**src/rtl/control_mode_pkg.sv**
```systemverilog
// Shared types and helpers for the control-mode selector.
// Mode codes, the size of the mode ring, and small decode helpers
// used by the state register and the output enables.
package control_mode_pkg;

  typedef enum logic [1:0] {
    IDLE       = 2'b00,
    KEYBOARD   = 2'b01,
    ULTRASONIC = 2'b10
  } mode_t;

  localparam int MODE_COUNT = 3;

  // Returns {ultrasonic_enable, keyboard_enable} for a mode; idle and
  // illegal codes enable neither source.
  function automatic logic [1:0] mode_enables(input mode_t mode);
    logic [1:0] en;
    case (mode)
      KEYBOARD:   en = 2'b01;
      ULTRASONIC: en = 2'b10;
      default:    en = 2'b00;
    endcase
    return en;
  endfunction

  // A code is legal when it indexes one of the ring positions.
  function automatic logic mode_legal(input logic [1:0] code);
    return (code < 2'(MODE_COUNT));
  endfunction

endpackage

```
**src/rtl/button_conditioner.sv**
```systemverilog
// Pushbutton conditioner: multi-flop synchronizer, optional debouncer,
// and a single-cycle rising-edge press pulse.
// Optional debouncer is built when CONTROL_MODE_DEBOUNCE_EN is defined.
module button_conditioner
  import control_mode_pkg::*;
#(
  parameter int SYNC_STAGES     = 2,
  parameter int DEBOUNCE_CYCLES = 16
) (
  input  logic clk,
  input  logic reset,
  input  logic button,
  output logic press
);

  // Fewer than two flops cannot resolve metastability, so clamp.
  localparam int STAGES = (SYNC_STAGES < 2) ? 2 : SYNC_STAGES;

  logic [STAGES-1:0] sync_r;
  logic              level_s;
  logic              prev_r;

  // Shift the raw button level through the synchronizer chain.
  always_ff @(posedge clk) begin
    if (reset) begin
      sync_r <= {STAGES{1'b0}};
    end else begin
      sync_r <= {sync_r[STAGES-2:0], button};
    end
  end

`ifdef CONTROL_MODE_DEBOUNCE_EN
  localparam int              CNT_W    = $clog2(DEBOUNCE_CYCLES + 1);
  localparam logic [CNT_W-1:0] CNT_LAST = CNT_W'(DEBOUNCE_CYCLES - 1);

  logic [CNT_W-1:0] cnt_r;
  logic             db_r;

  // Flip the debounced level only after the synced level has disagreed
  // with it for DEBOUNCE_CYCLES consecutive cycles; agreement restarts.
  always_ff @(posedge clk) begin
    if (reset) begin
      cnt_r <= {CNT_W{1'b0}};
      db_r  <= 1'b0;
    end else if (sync_r[STAGES-1] == db_r) begin
      cnt_r <= {CNT_W{1'b0}};
      db_r  <= db_r;
    end else if (cnt_r == CNT_LAST) begin
      cnt_r <= {CNT_W{1'b0}};
      db_r  <= sync_r[STAGES-1];
    end else begin
      cnt_r <= cnt_r + CNT_W'(1);
      db_r  <= db_r;
    end
  end

  assign level_s = db_r;
`else
  logic unused_debounce_cfg_s;

  assign level_s               = sync_r[STAGES-1];
  assign unused_debounce_cfg_s = ^DEBOUNCE_CYCLES;
`endif

  // Remember the previous conditioned level for edge detection.
  always_ff @(posedge clk) begin
    if (reset) begin
      prev_r <= 1'b0;
    end else begin
      prev_r <= level_s;
    end
  end

  // One pulse per low-to-high transition, however long the level is held.
  assign press = level_s & ~prev_r;

endmodule

```
**src/rtl/control_mode_fsm.sv**
```systemverilog
// Control-source selector: right/left presses step a three-position
// mode ring (IDLE, KEYBOARD, ULTRASONIC) forward/backward, and the
// registered one-hot enables follow the mode on the same edge.
// Build option: CONTROL_MODE_DEBOUNCE_EN adds a debouncer per button.
module control_mode_fsm
  import control_mode_pkg::*;
#(
  parameter int SYNC_STAGES     = 2,
  parameter int DEBOUNCE_CYCLES = 16
) (
  input  logic       clk,
  input  logic       reset,
  input  logic       right,
  input  logic       left,
  output logic [1:0] state,
  output logic       keyboardControlled,
  output logic       ultrasonicControlled
);

  mode_t state_r;
  mode_t next_s;
  logic  kb_r;
  logic  us_r;
  logic  right_press_s;
  logic  left_press_s;
  logic  fwd_s;
  logic  bwd_s;

  button_conditioner #(
    .SYNC_STAGES     (SYNC_STAGES),
    .DEBOUNCE_CYCLES (DEBOUNCE_CYCLES)
  ) u_right (
    .clk    (clk),
    .reset  (reset),
    .button (right),
    .press  (right_press_s)
  );

  button_conditioner #(
    .SYNC_STAGES     (SYNC_STAGES),
    .DEBOUNCE_CYCLES (DEBOUNCE_CYCLES)
  ) u_left (
    .clk    (clk),
    .reset  (reset),
    .button (left),
    .press  (left_press_s)
  );

  // Simultaneous presses cancel; a release never counts as a press.
  assign fwd_s = right_press_s & ~left_press_s;
  assign bwd_s = left_press_s & ~right_press_s;

  // Next mode: step the ring on a single press, recover illegal codes.
  always_comb begin
    next_s = state_r;
    if (!mode_legal(state_r)) begin
      next_s = IDLE;
    end else begin
      case (state_r)
        IDLE: begin
          if (fwd_s)      next_s = KEYBOARD;
          else if (bwd_s) next_s = ULTRASONIC;
          else            next_s = IDLE;
        end
        KEYBOARD: begin
          if (fwd_s)      next_s = ULTRASONIC;
          else if (bwd_s) next_s = IDLE;
          else            next_s = KEYBOARD;
        end
        ULTRASONIC: begin
          if (fwd_s)      next_s = IDLE;
          else if (bwd_s) next_s = KEYBOARD;
          else            next_s = ULTRASONIC;
        end
        default: next_s = IDLE;
      endcase
    end
  end

  // Mode register and its enables, decoded from the next mode so both
  // update on the same edge.
  always_ff @(posedge clk) begin
    if (reset) begin
      state_r <= IDLE;
      kb_r    <= 1'b0;
      us_r    <= 1'b0;
    end else begin
      state_r      <= next_s;
      {us_r, kb_r} <= mode_enables(next_s);
    end
  end

  assign state                = state_r;
  assign keyboardControlled   = kb_r;
  assign ultrasonicControlled = us_r;

endmodule

```
**config.mk**
```make
export PLATFORM = sky130hd
export DESIGN_NAME = control_mode_fsm
export DESIGN_NICKNAME = d
export VERILOG_FILES = /design/src/rtl/control_mode_pkg.sv /design/src/rtl/button_conditioner.sv /design/src/rtl/control_mode_fsm.sv
export SDC_FILE = /design/constraint.sdc
export NUM_CORES = 1
export LEC_CHECK = 0
export ABC_AREA = 1
export BUFFER_PORTS_ARGS = -buffer_cell sky130_fd_sc_hd__buf_2
export CORE_AREA = 2 2 39 41
export CTS_CLUSTER_SIZE = 16
export DETAILED_ROUTE_END_ITERATION = 7
export DIE_AREA = 0 0 41 43
export PLACE_DENSITY = 0.48
export SLEW_MARGIN = 10
export SYNTH_ARGS = -nofsm -noshare
export SYNTH_HDL_FRONTEND = slang
export SYNTH_SLANG_ARGS = --single-unit
```
**constraint.sdc**
```tcl
create_clock -name clk -period 1.2 [get_ports clk]
set_input_delay 0.18 -clock clk [delete_from_list [all_inputs] [get_ports clk]]
set_output_delay 0.18 -clock clk [all_outputs]
set_load 0.005 [all_outputs]
```
==> results.md <==
* Worst hold path class: in -> reg
* Final worst path period share at 95.7%
* CTS Buf Count at 3
* Final Wtd Congestion at 0.622
* Worst Hold End: u_right.sync_r[0]
* Layout area overhead at 36.4%
* CTS H-Tree Depth at 1
* Net count after synthesis at 51
* Leakage at approximately 0.25 nW
* Final Hold Vio Count at 0
* Hold path start: right
* Final setup viols at 0
* Number of vias per cell at slightly below 4
* Total number of vias at 280
* GRT overflow at 0
* Top-Level Pins at 8
* Port bufs at 7
* Initial Util at 26.6%
* Worst-skew pair later-pin latency at 0.25 ns
* Remaining antenna violation count at 0
* Worst-path fanout max at 2
* Final core utilization at a little over a third
* CP startpoint kind: flop
* Inserted Diodes at 0
* Clock skew at around 0.0052 ns
* Hold Path Depth at 3
* Height of the die at 43 µm
* CP peak stage delay at 0.31 ns
* Warnings, synthesis at 0
* Clock Path Buffers at 2
* Pre-CTS setup slack at -0.0238 ns
* RSZ-0062 raised after global routing: yes
* Worst-case hold slack at 0.124 ns
* FF+latch count, synth at 10
* Nets at 64
* Iter 0 DRT Violations at 7
* Root Buffer: clkbuf_4
* Setup crit end kind: flop
* CTS tree: done
* First-pass GRT wire length at 855 µm
* Final WL at 570 µm
* Initial antenna violation count at 0
* First-pass DRT Iterations at 3
* Mapped Cells at 45
* Final Slew Violations at 0
* Clk sinks at 10
* Worst Path Required at between 1 and 1.5 ns
* Worst reg2reg path depth at 8
* Die ar. at 1760 µm²
* CTS Hold Bufs at 0
* Drt wl/cell at slightly below 8 µm
* Count of different cell masters after synthesis at 9
* Fillers at 150
* Pwr Density at 1280 nW/µm²
* Post-Syn Area at between 300 and 400 µm²
* Status: complete, no violations
* Max-cap violations at 0
* Slowest cell on crit path: dfxtp_2
* Design Power at 0.641 mW
* VDD IR-drop max at 0.524 mV
* Max Fclk at 0.871 GHz
* Critical R2R Capture: ultrasonicControlled
* Arrival @ worst endpoint at 1.35 ns
* R2r setup slk at ~0.052 ns
* Fin worst setup slack at 0.0517 ns
* # rows at 14
* Core Region at 1380 µm²
* Hpwl dp at between 300 and 400 µm
* Vias in the first global route at approximately 240
* Die width at approximately 41 µm
* Critical Path Most Common Cell: nand3_2
* Syn Area/Cell at around 8.2 µm²
* RR Startpoint: u_left.sync_r[1]
* Critical path class: reg -> reg
* Clock slew at reported path FFs at ~0.060 ns
* Slew headroom at between 80 and 90%
* Tmin final at 1.15 ns
* Least-Margin Pin Slew at roughly 0.25 ns
* Largest net degree at the start of global routing at 8
* DRC at 0
* Share of cells above drive strength 1 at between 40% and 50%
* CP cell instances: inv_2, nor2_4, buf_6, ha_4, nand3_2, nand3_2, nand2_2, nor2_2
* Sequential area share after synthesis at between 50% and 60%
* Total Routing Usage GR at 7.60%
==> cell type report <==
type                    instances  area (µm²)  area share, %
well taps                      16        20.0           3.99
repair buffers                  8        46.3           9.23
flip-flops and latches         10         203           40.4
multi-input cells              24         169           33.7
inverters                      11        41.3           8.23
clock buffers                   3        22.5           4.49
==> where the power goes <==
| part | switching, mW | internal [mW] | total [mW] |
|---|---|---|---|
| Sequential | 0.00988 | 0.348 | 0.358 |
| Combinational | 0.0362 | 0.0327 | 0.0690 |
| Clock | 0.0988 | 0.115 | 0.214 |
| Total | 0.145 | 0.496 | 0.641 |
==> worst max path at each step <==
stage                            from                    to  slack [ns]  depth (start not counted)
floorplan           u_right.sync_r[1]  ultrasonicControlled        0.06                          8
global placement    u_right.sync_r[1]  ultrasonicControlled       -0.03                          8
detailed placement  u_right.sync_r[1]  ultrasonicControlled       -0.02                          8
CTS                 u_right.sync_r[1]              state[1]       0.002                          8
global route        u_right.sync_r[1]  ultrasonicControlled       -0.04                          8
finish               u_left.sync_r[1]  ultrasonicControlled        0.05                          8
==> layout by cell type (no fill, tap or decap) <==
| cell type | Yosys | final |
|---|---|---|
| nand3_2 | 2 | 3 |
| nand3_1 | 2 | 1 |
| nand2_2 | 0 | 3 |
| nand2_1 | 6 | 3 |
| buf_2 | 0 | 7 |
| clkbuf_4 | 0 | 3 |
| ha_1 | 2 | 1 |
| ha_4 | 0 | 1 |
| a21oi_1 | 1 | 1 |
| buf_6 | 0 | 1 |
| nor2_1 | 10 | 7 |
| inv_2 | 0 | 3 |
| inv_1 | 11 | 8 |
| nor2_2 | 1 | 2 |
| nor2_4 | 0 | 2 |
| dfxtp_1 | 10 | 8 |
| dfxtp_2 | 0 | 2 |
==> per-layer routing <==
layer,vias to the layer above,routed length [µm],track usage [%]
li1,153,-,-
met1,120,269,9.60
met2,7,271,8.75
met3,0,29,3.14
met4,0,0,8.00
met5,-,0,0
==> synth_stat cells <==
cell,count,area (µm²)
nor2_2,1,6.26
inv_1,11,41.3
a21oi_1,1,5.00
nand2_1,6,22.5
nand3_1,2,10.0
nand3_2,2,20.0
dfxtp_1,10,200
ha_1,2,25.0
nor2_1,10,37.5
==> flip-flops by register name, summed over array words and instances (netlist names) <==
signal                flops
keyboardControlled        1
state                     2
u_left.prev_r             1
u_left.sync_r             2
u_right.prev_r            1
u_right.sync_r            2
ultrasonicControlled      1
==> cells by family (layout without fill, tap and decap cells) <==
logic type / Yosys count / in the layout / share of synthesized area, %
AO/OA/AOI/OAI: 1 / 1 / 1.36
buffers and inverters: 11 / 22 / 11.2
flip-flops: 10 / 10 / 54.4
AND/OR/NAND/NOR: 21 / 21 / 26.2
adder cells (fa/ha/maj): 2 / 2 / 6.80
==> critical path, delay by kind of cell (launching register included) <==
family                     cells  cell delay [ns]
and+or+nand+nor                5             0.34
DFF                            1             0.31
adders and majority gates      1             0.26
buffers and inverters          2             0.17
==> stage by stage <==
step                setup TNS [ns]  instance area, µm²  instances
finish                           0                 502         72
global route               -0.0917                 502         72
CTS                              0                 448         71
detailed placement         -0.0415                 423         68
global placement           -0.0598                 423         68
floorplan                        0                 368         45
==> repair_timing <==
| item | in CTS | in global routing |
|---|---|---|
| setup buffers | 0 | 1 |
| pin swaps | 0 | 8 |
| gates resized for setup | 1 | 15 |
| setup endpoints to repair | 3 | 4 |
(Power assumes the default switching activity.)
